$ cat src/rtl/crc_check_strip.sv
// crc_check_strip: checks the CRC-32 residue of a received frame, strips the FCS and flags bad frames
module crc_check_strip #(
    parameter int MIN_FRAME_BYTES = 64,
    parameter int COUNTER_WIDTH   = 16
) (
    input  logic                     clock,
    input  logic                     aresetn,
    input  logic [7:0]               saxis_tdata,
    input  logic                     saxis_tvalid,
    output logic                     saxis_tready,
    input  logic                     saxis_tlast,
    input  logic                     saxis_tuser,
    output logic [7:0]               maxis_tdata,
    output logic                     maxis_tvalid,
    input  logic                     maxis_tready,
    output logic                     maxis_tlast,
    output logic                     maxis_tuser,
    output logic                     status_valid,
    output logic                     status_crc_error,
    output logic                     status_runt,
    output logic [COUNTER_WIDTH-1:0] frame_ok_count,
    output logic [COUNTER_WIDTH-1:0] frame_err_count
);
    localparam logic [31:0] CRC_INIT = 32'hFFFF_FFFF;
    localparam logic [31:0] RESIDUE  = 32'hDEBB_20E3;
    logic [7:0]  hold [4];
    logic [2:0]  fill;
    logic [31:0] crc;
    logic [15:0] byte_cnt;
    logic        sticky;
    logic        accept;
    logic        full;
    logic [31:0] crc_next;
    logic [15:0] cnt_next;
    logic        sticky_next;
    logic        crc_bad;
    logic        runt;
    logic        frame_bad;

    function automatic logic [31:0] crc_byte(input logic [31:0] c, input logic [7:0] d);
        logic [31:0] r;
        r = c ^ {24'd0, d};
        for (int i = 0; i < 8; i++) r = r[0] ? ((r >> 1) ^ 32'hEDB8_8320) : (r >> 1);
        return r;
    endfunction

    assign saxis_tready = !maxis_tvalid || maxis_tready;
    assign accept       = saxis_tvalid && saxis_tready;
    assign full         = fill == 3'd4;

    // Per-beat frame verdict; a frame that never filled the holdback is a runt regardless of MIN_FRAME_BYTES
    always_comb begin
        crc_next    = crc_byte(crc, saxis_tdata);
        cnt_next    = &byte_cnt ? byte_cnt : byte_cnt + 16'd1;
        sticky_next = sticky || saxis_tuser;
        crc_bad     = crc_next != RESIDUE;
        runt        = ({16'd0, cnt_next} < $unsigned(MIN_FRAME_BYTES)) || !full;
        frame_bad   = crc_bad || runt || sticky_next;
    end

    // Holdback shift register, output register, CRC/length tracking and status counters
    always_ff @(posedge clock or negedge aresetn) begin
        if (!aresetn) begin
            for (int i = 0; i < 4; i++) hold[i] <= 8'd0;
            fill             <= 3'd0;
            crc              <= CRC_INIT;
            byte_cnt         <= 16'd0;
            sticky           <= 1'b0;
            maxis_tdata      <= 8'd0;
            maxis_tvalid     <= 1'b0;
            maxis_tlast      <= 1'b0;
            maxis_tuser      <= 1'b0;
            status_valid     <= 1'b0;
            status_crc_error <= 1'b0;
            status_runt      <= 1'b0;
            frame_ok_count   <= '0;
            frame_err_count  <= '0;
        end else begin
            status_valid <= 1'b0;
            if (maxis_tready) maxis_tvalid <= 1'b0;
            if (accept) begin
                if (full) begin
                    maxis_tdata  <= hold[0];
                    maxis_tvalid <= 1'b1;
                    maxis_tlast  <= saxis_tlast;
                    maxis_tuser  <= saxis_tlast && frame_bad;
                    for (int i = 0; i < 3; i++) hold[i] <= hold[i+1];
                    hold[3] <= saxis_tdata;
                end else begin
                    hold[fill[1:0]] <= saxis_tdata;
                    fill            <= fill + 3'd1;
                end
                crc      <= crc_next;
                byte_cnt <= cnt_next;
                sticky   <= sticky_next;
                if (saxis_tlast) begin
                    fill             <= 3'd0;
                    crc              <= CRC_INIT;
                    byte_cnt         <= 16'd0;
                    sticky           <= 1'b0;
                    status_valid     <= 1'b1;
                    status_crc_error <= crc_bad;
                    status_runt      <= runt;
                    if (frame_bad && !(&frame_err_count)) frame_err_count <= frame_err_count + COUNTER_WIDTH'(1);
                    if (!frame_bad && !(&frame_ok_count)) frame_ok_count <= frame_ok_count + COUNTER_WIDTH'(1);
                end
            end
        end
    end
endmodule

$ cat config.mk
export PLATFORM = sky130hd
export DESIGN_NAME = crc_check_strip
export DESIGN_NICKNAME = d
export VERILOG_FILES = /design/src/rtl/crc_check_strip.sv
export SDC_FILE = /design/constraint.sdc
export NUM_CORES = 1
export LEC_CHECK = 0
export BUFFER_PORTS_ARGS = -buffer_cell sky130_fd_sc_hd__buf_2
export CORE_MARGIN = 4
export CORE_UTILIZATION = 65
export CTS_CLUSTER_SIZE = 12
export DETAILED_ROUTE_END_ITERATION = 6
export PLACE_DENSITY = 0.95
export SLEW_MARGIN = 20
export SYNTH_ARGS = -nofsm -noshare
export SYNTH_HDL_FRONTEND = slang
export SYNTH_SLANG_ARGS = --single-unit
$ cat constraint.sdc
create_clock -name clock -period 8.81 [get_ports clock]
set_input_delay 1.762 -clock clock [delete_from_list [all_inputs] [get_ports clock]]
set_output_delay 1.762 -clock clock [all_outputs]
set_load 0.01 [all_outputs]
==> results of run 1 <==
## worst max-delay path by stage
stage,startpoint,to,depth (start not counted)
2_1_floorplan,saxis_tdata[7],frame_ok_count[10],11
3_3_place_gp,saxis_tdata[7],frame_ok_count[1],9
3_5_place_dp,saxis_tdata[7],frame_ok_count[6],10
4_1_cts,saxis_tdata[7],frame_ok_count[6],10
5_1_grt,saxis_tdata[7],frame_ok_count[6],10
6_report,saxis_tdata[7],frame_ok_count[6],10
## per-layer routing
layer  GRT usage (%)  part of all wire [%]
met3            5.78                   6.7
met4            12.6                   3.2
met5               0                     0
met1            35.5                    39
met2            47.3                    51
## sequential cells by signal (all words and copies together) (netlist names), 3 cells and up
signal           count
byte_cnt            16
frame_err_count     16
maxis_tdata          8
fill                 3
frame_ok_count      16
crc                 32
hold                32
## metrics by stage
step / std cells / hold slack, ns
floorplan: 712 / 0.446
global placement: 888 / 0.459
detailed placement: 888 / 0.467
CTS: 920 / 0.480
global route: 920 / 0.506
finish: 920 / 0.479
## kinds of logic after synthesis
| family | Yosys count | synth area share, % |
|---|---|---|
| simple gates | 266 | 17.9 |
| fa+ha+maj | 8 | 1.39 |
| buf+inv | 42 | 2.47 |
| mux | 38 | 5.62 |
| compound gates | 117 | 9.90 |
| xor+xnor | 111 | 17.0 |
| flops | 130 | 45.8 |
## cell type report
type / instances / area, µm² / share of cell area (%)
clock buffers: 26 / 468 / 5.74
flip-flops and latches: 130 / 3290 / 40.4
multi-input cells: 540 / 3730 / 45.7
well taps: 140 / 175 / 2.15
repair buffers: 64 / 333 / 4.08
inverters: 14 / 52.6 / 0.644
clock inverters: 6 / 105 / 1.29
## worst max-delay path, cell delays in order
cell and delay [ns]:
sky130_fd_sc_hd__buf_2 0.15, sky130_fd_sc_hd__xnor2_1 0.66, sky130_fd_sc_hd__xor3_1 0.51, sky130_fd_sc_hd__or3_1 0.34, sky130_fd_sc_hd__a2111oi_0 0.43, sky130_fd_sc_hd__o2111a_1 0.25
sky130_fd_sc_hd__o2111ai_1 0.23, sky130_fd_sc_hd__or4b_1 1.01, sky130_fd_sc_hd__nor3_2 0.29, sky130_fd_sc_hd__xor2_1 0.20
## layout by cell type, fill, tap and decap left out, types with 3 or more instances in the layout
master,n
sky130_fd_sc_hd__xnor2_4,3
sky130_fd_sc_hd__nor2_4,7
sky130_fd_sc_hd__a22oi_1,3
sky130_fd_sc_hd__clkbuf_16,16
sky130_fd_sc_hd__xnor2_2,7
sky130_fd_sc_hd__inv_1,14
sky130_fd_sc_hd__nor2_1,74
sky130_fd_sc_hd__bufinv_16,3
sky130_fd_sc_hd__nor4_1,3
sky130_fd_sc_hd__nand4_1,8
sky130_fd_sc_hd__dfrtp_1,98
sky130_fd_sc_hd__buf_4,5
sky130_fd_sc_hd__clkbuf_8,3
sky130_fd_sc_hd__ha_1,8
sky130_fd_sc_hd__mux2_2,19
sky130_fd_sc_hd__o21ai_0,22
sky130_fd_sc_hd__a21oi_1,43
sky130_fd_sc_hd__a2111oi_0,3
sky130_fd_sc_hd__nand2_1,79
sky130_fd_sc_hd__clkbuf_1,7
sky130_fd_sc_hd__mux2i_1,19
sky130_fd_sc_hd__and3_1,7
sky130_fd_sc_hd__and4_1,3
sky130_fd_sc_hd__xor2_1,39
sky130_fd_sc_hd__or2_2,4
sky130_fd_sc_hd__o22ai_1,3
sky130_fd_sc_hd__xnor3_1,8
sky130_fd_sc_hd__dfstp_2,32
sky130_fd_sc_hd__nor3_1,18
sky130_fd_sc_hd__clkinv_2,3
sky130_fd_sc_hd__or3_1,8
sky130_fd_sc_hd__nand3_1,38
sky130_fd_sc_hd__o22a_1,8
sky130_fd_sc_hd__a31oi_1,21
sky130_fd_sc_hd__buf_2,59
sky130_fd_sc_hd__xnor2_1,51
## power by group
| part | leakage [µW] | switching [µW] | internal, µW |
|---|---|---|---|
| clock | 0.000281 | 251 | 445 |
| sequential | 0.00158 | 160 | 825 |
| combinational | 0.00175 | 736 | 591 |
==> results.toml, run 1 <==
[critical_path]
required_arrival_time_at_the_worst_endpoint_ns = 9.26
worst-setup-path-type = "primary input to register"
r2r-start = "byte_cnt[0]"
end_kind = "register"
launching_element_type_of_the_critical_path = "primary input"
r2r.worst_path.cells = 8
worstPathMaxFanout = 14
reg_to_reg_setup_timing_slack_ns = 4.34
cp_data_arrival_time_ns = 5.84
destination_of_the_worst_register_to_register_timing_path = "frame_ok_count[1]"

[drt]
routedWlPerCell_um = 19.0
drt_drc_violations_left = 0
drt_first_pass_iters = 7
via_per_inst = 6.37
routed-via-count = 5861
detailed_route_wl_mm = 17.5
drt-initial-drc-count = 651
antenna_left = 0

[timing]
finalHoldViolCount = 0
worst_pin_slew_ns = 1.07
max_slew_margin_pct = 27.9
final_critical_path_setup_slack_ns = 3.42
fin_setup_tns_ns = 0
skew_ns = 0.00941
rsz0062_at_grt = "no"
max_slew_vio_count = 0
finalSetupViolations = 0
maxClockFrequency_mhz = 186
finalCritPeriodShare_pct = 61.2
period_minus_slack_ns = 5.39

[final_layout]
post_route_cells_drive_above_1_share_pct = 21.7
design_area_um2 = 8160
number_of_nets_at_the_end_of_the_flow = 789
flow.area_growth_from_synthesis_pct = 13.4
antenna_cells = 0
layout.filler_cells = 620
finalCoreUtilization_pct = 75.2

[grt]
grt_use_total_pct = 28.2
grt.overflow.total = 0
grt_first_pass_wirelength_mm = 28.8
grt_antenna_before_repair = 0
vias_in_the_first_global_route = 5747
grt_max_degree = 77

[pwr]
power_leakage_uw = 0.00361
irDropWorstVdd_mv = 0.208
post-layout-total-power_uw = 3010
power_density_nw_per_um2 = 369

[yosys]
synth_area_um2 = 7190
netlist_top_cells_area = "sky130_fd_sc_hd__dfrtp_1 (34%), sky130_fd_sc_hd__dfstp_2 (12%), sky130_fd_sc_hd__xnor2_1 (6.2%), sky130_fd_sc_hd__xor2_1 (4.7%), sky130_fd_sc_hd__nand2_1 (4.1%)"
yosysUniqueCellTypes = 59
synth_most_common_cell = "sky130_fd_sc_hd__dfrtp_1"
yosys_warnings = 0
synth_top_area_share_pct = 34.1
ys_ff_latch = 130
synth.top_cells.by_count = "sky130_fd_sc_hd__dfrtp_1 (98), sky130_fd_sc_hd__nand2_1 (79), sky130_fd_sc_hd__nor2_1 (74)"
synthesis.instances = 712
synth_sequential_area_ratio_pct = 45.8
synth_enable_flop_cells = 0
syn_area_per_cell_um2 = 10.1
synth-async-reset-ratio_pct = 100
synthesis.nets = 734
synth_ff_type = "sky130_fd_sc_hd__dfrtp_1"
synth_area_leader_cell = "sky130_fd_sc_hd__dfrtp_1"

[floorplan]
die_h_um = 113
initial_utilization_pct = 66.4
std_cell_rows = 38
boundaryPins = 61
die_w_um = 113
die_area_um2 = 12800
core-area_um2 = 10800

[clock_tree]
post_cts_hold_buffer_count = 0
tritoncts_clock_tree = "built"
clock_sink_total = 130
cts_inserted_buffers = 17
path_clk_slew_ns = 0.06
htree_num_levels = 4
clkLatencyLatePin_ns = 0.54
cts_max_path_buffers = 2
post_cts_buffers = 0
cts_resized = 0
cts.root.buffer_cell = "sky130_fd_sc_hd__clkbuf_8"

[hold_path]
hold_path_class = "register to register"
whs_endpoint = "hold[29]"
min_from = "hold[29]"
worstHoldPathCells = 2

[place]
placed_standard_cell_area_um2 = 7580
weighted_congestion_at_the_end_of_routability_driven_global_placement = 1.01
placement.setup.worst_slack_ns = 2.86
placement.io_buffers = 60
post-dp-hpwl_mm = 11.4

[status]
run_status = "finished, final reports clean"

[run]
maxCapViolations = 0
No activity file was read; power rests on OpenSTA's default activity.
==> inputs of run 2 (changes only) <==
- CORE_UTILIZATION: 65 -> 60
- PLACE_DENSITY: 0.95 -> 0.9
- clock period: 8.81 -> 5.6 ns (I/O delays scaled with it)
==> run 2 against run 1 <==
- routed wire length fell by 4.1%
- critical path depth down 2
- hold slack improved by 0.0028 ns
- global-route usage is 3.1 points lower
- clock power is 65% higher
- critical endpoint is now frame_ok_count[1]
- highest routed layer unchanged
==> results.toml, run 2 (synthesis results as in run 1) <==
[final_layout]
multi_input_comb_area_um2 = 3720
post_route_cells_drive_above_1_share_pct = 21.7
layout.filler_cells = 771
flow.area_growth_from_synthesis_pct = 14.1
most-common-layout-cells = "sky130_fd_sc_hd__dfrtp_1 (98), sky130_fd_sc_hd__nand2_1 (79), sky130_fd_sc_hd__nor2_1 (74)"
final-seq-area_um2 = 3290
largest_registers = "crc (32), hold (32)"
number_of_nets_at_the_end_of_the_flow = 792
most_common_library_cell_in_the_layout_ignoring_fill_and_taps = "sky130_fd_sc_hd__dfrtp_1"

[pwr]
switching_share_pct = 36.8
p_sw_uw = 1740
power_leakage_uw = 0.00363
power.share.sequential_pct = 32.8
irDropWorstVdd_mv = 0.319
clock_power_share_pct = 24.3
power.internal_uw = 2990
combinational_power_share_pct = 42.9
power_density_nw_per_um2 = 575

[drt]
drt-initial-drc-count = 577
detailed_route_wl_mm = 16.8
routed-via-count = 5625
antenna_left = 0
routedWlPerCell_um = 18.1
drt_drc_violations_left = 0
via_per_inst = 6.07
drt_first_pass_iters = 6

[hold_path]
hold_path_class = "register to register"

[clock_tree]
clkLatencyLatePin_ns = 0.42
path_clk_slew_ns = 0.05
htree_num_levels = 4
cts_inserted_buffers = 17
cts_max_path_buffers = 2
tritoncts_clock_tree = "built"
post_cts_buffers = 0
clock_sink_total = 130
post_cts_hold_buffer_count = 0
cts_resized = 0
cts.root.buffer_cell = "sky130_fd_sc_hd__clkbuf_16"

[critical_path]
required_arrival_time_at_the_worst_endpoint_ns = 5.90
cp_cell_sequence = "ha_1 > nand4_1 > or3_1 > or4b_2 > o311a_1 > a2111oi_0 > or4b_1 > mux2_2"
end_kind = "register"
worstPathMaxFanout = 14
critPathSlowestCell = "sky130_fd_sc_hd__or4b_1"
cp_slowest_stage_delay_ns = 0.95
worst-setup-path-type = "register to register"
cp_data_arrival_time_ns = 4.85
launching_element_type_of_the_critical_path = "register"

[place]
post-dp-hpwl_mm = 11.2
weighted_congestion_at_the_end_of_routability_driven_global_placement = 0.971
placement.io_buffers = 60
placement.setup.worst_slack_ns = 0.761

[timing]
maxClockFrequency_mhz = 220
finalCritPeriodShare_pct = 81.2
fin_setup_tns_ns = 0
skew_ns = 0.00771
max_slew_vio_count = 0
max_slew_margin_pct = 25.8
finalHoldViolCount = 0
rsz0062_at_grt = "no"
worst_pin_slew_ns = 1.09
finalSetupViolations = 0
final_critical_path_setup_slack_ns = 1.05
period_minus_slack_ns = 4.55

[floorplan]
initial_utilization_pct = 62.2
die_area_um2 = 13800
die_w_um = 118
die_h_um = 118
boundaryPins = 61
core-area_um2 = 11600
std_cell_rows = 39

[status]
run_status = "finished, final reports clean"

[run]
maxCapViolations = 0

[grt]
vias_in_the_first_global_route = 5686
grt_first_pass_wirelength_mm = 28.2
grt_use_total_pct = 25.1
grt_max_degree = 85
grt.overflow.total = 0
grt_antenna_before_repair = 1
## run 2: changes by cell type in the layout (fill, tap and decap cells not counted)
cell	delta
sky130_fd_sc_hd__buf_4	+2
sky130_fd_sc_hd__clkbuf_8	-2
sky130_fd_sc_hd__clkinv_2	-2
sky130_fd_sc_hd__buf_6	+1
sky130_fd_sc_hd__bufinv_16	+1
sky130_fd_sc_hd__clkbuf_1	+1
sky130_fd_sc_hd__clkbuf_16	+1
sky130_fd_sc_hd__clkinvlp_4	+1
sky130_fd_sc_hd__diode_2	+1
sky130_fd_sc_hd__nor4_1	+1
sky130_fd_sc_hd__nor4_2	-1
## run 2: per-stage QoR
stage / instance area, µm² / utilization (%) / power (µW) / instances / hold slack [ns]
2_1_floorplan: 7190 / - / 3060 / 712 / 0.446
3_3_place_gp: 7600 / 65.7 / 3470 / 894 / 0.458
3_5_place_dp: 7600 / 65.7 / 3540 / 894 / 0.475
4_1_cts: 8210 / 71.0 / 4730 / 926 / 0.483
5_1_grt: 8210 / 71.0 / 5000 / 927 / 0.503
6_report: 8210 / 71.0 / 4730 / 927 / 0.481
## run 2: worst max-delay path, delay by kind of cell, from the launching register on
family	cells	cell delay [ns]
simple gates	4	2.26
compound gates	2	1.07
flops	1	0.41
mux	1	0.43
fa+ha+maj	1	0.26
## run 2: layout make-up
type	instances	area share [%]
timing repair buffer	67	4.37
tap	143	2.18
sequential	130	40.1
clock inverter	6	1.62
multi-input combinational	540	45.3
inverter	14	0.640
antenna	1	0.0305
clock buffer	26	5.71
## run 2: final timing paths
kind,to,startpoint,slack (ns),depth (start not counted)
min in group asynchronous,byte_cnt[8],aresetn,0.74,1
min,frame_err_count[4],frame_err_count[4],0.48,1
max reg2reg,frame_ok_count[1],byte_cnt[0],1.05,8
min reg2reg,frame_err_count[4],frame_err_count[4],0.48,1
max in group asynchronous,crc[24],aresetn,3.80,2
max,frame_ok_count[1],byte_cnt[0],1.05,8
## run 2: routing by layer
layer / global-route usage [%] / vias up / routed length (µm)
li1: - / 2590 / -
met1: 31.0 / 2764 / 6810
met2: 42.8 / 230 / 8580
met3: 6.15 / 41 / 902
met4: 9.74 / 0 / 462
met5: 0 / - / 0
## run 2: power by group through the flow
stage / clock network (µW) / registers [µW] / logic [µW]
3_3_place_gp: 0 / 1530 / 1940
3_5_place_dp: 0 / 1550 / 1990
5_1_grt: 1210 / 1590 / 2200
4_1_cts: 1160 / 1540 / 2020
6_report: 1150 / 1550 / 2030
2_1_floorplan: 0 / 1510 / 1550
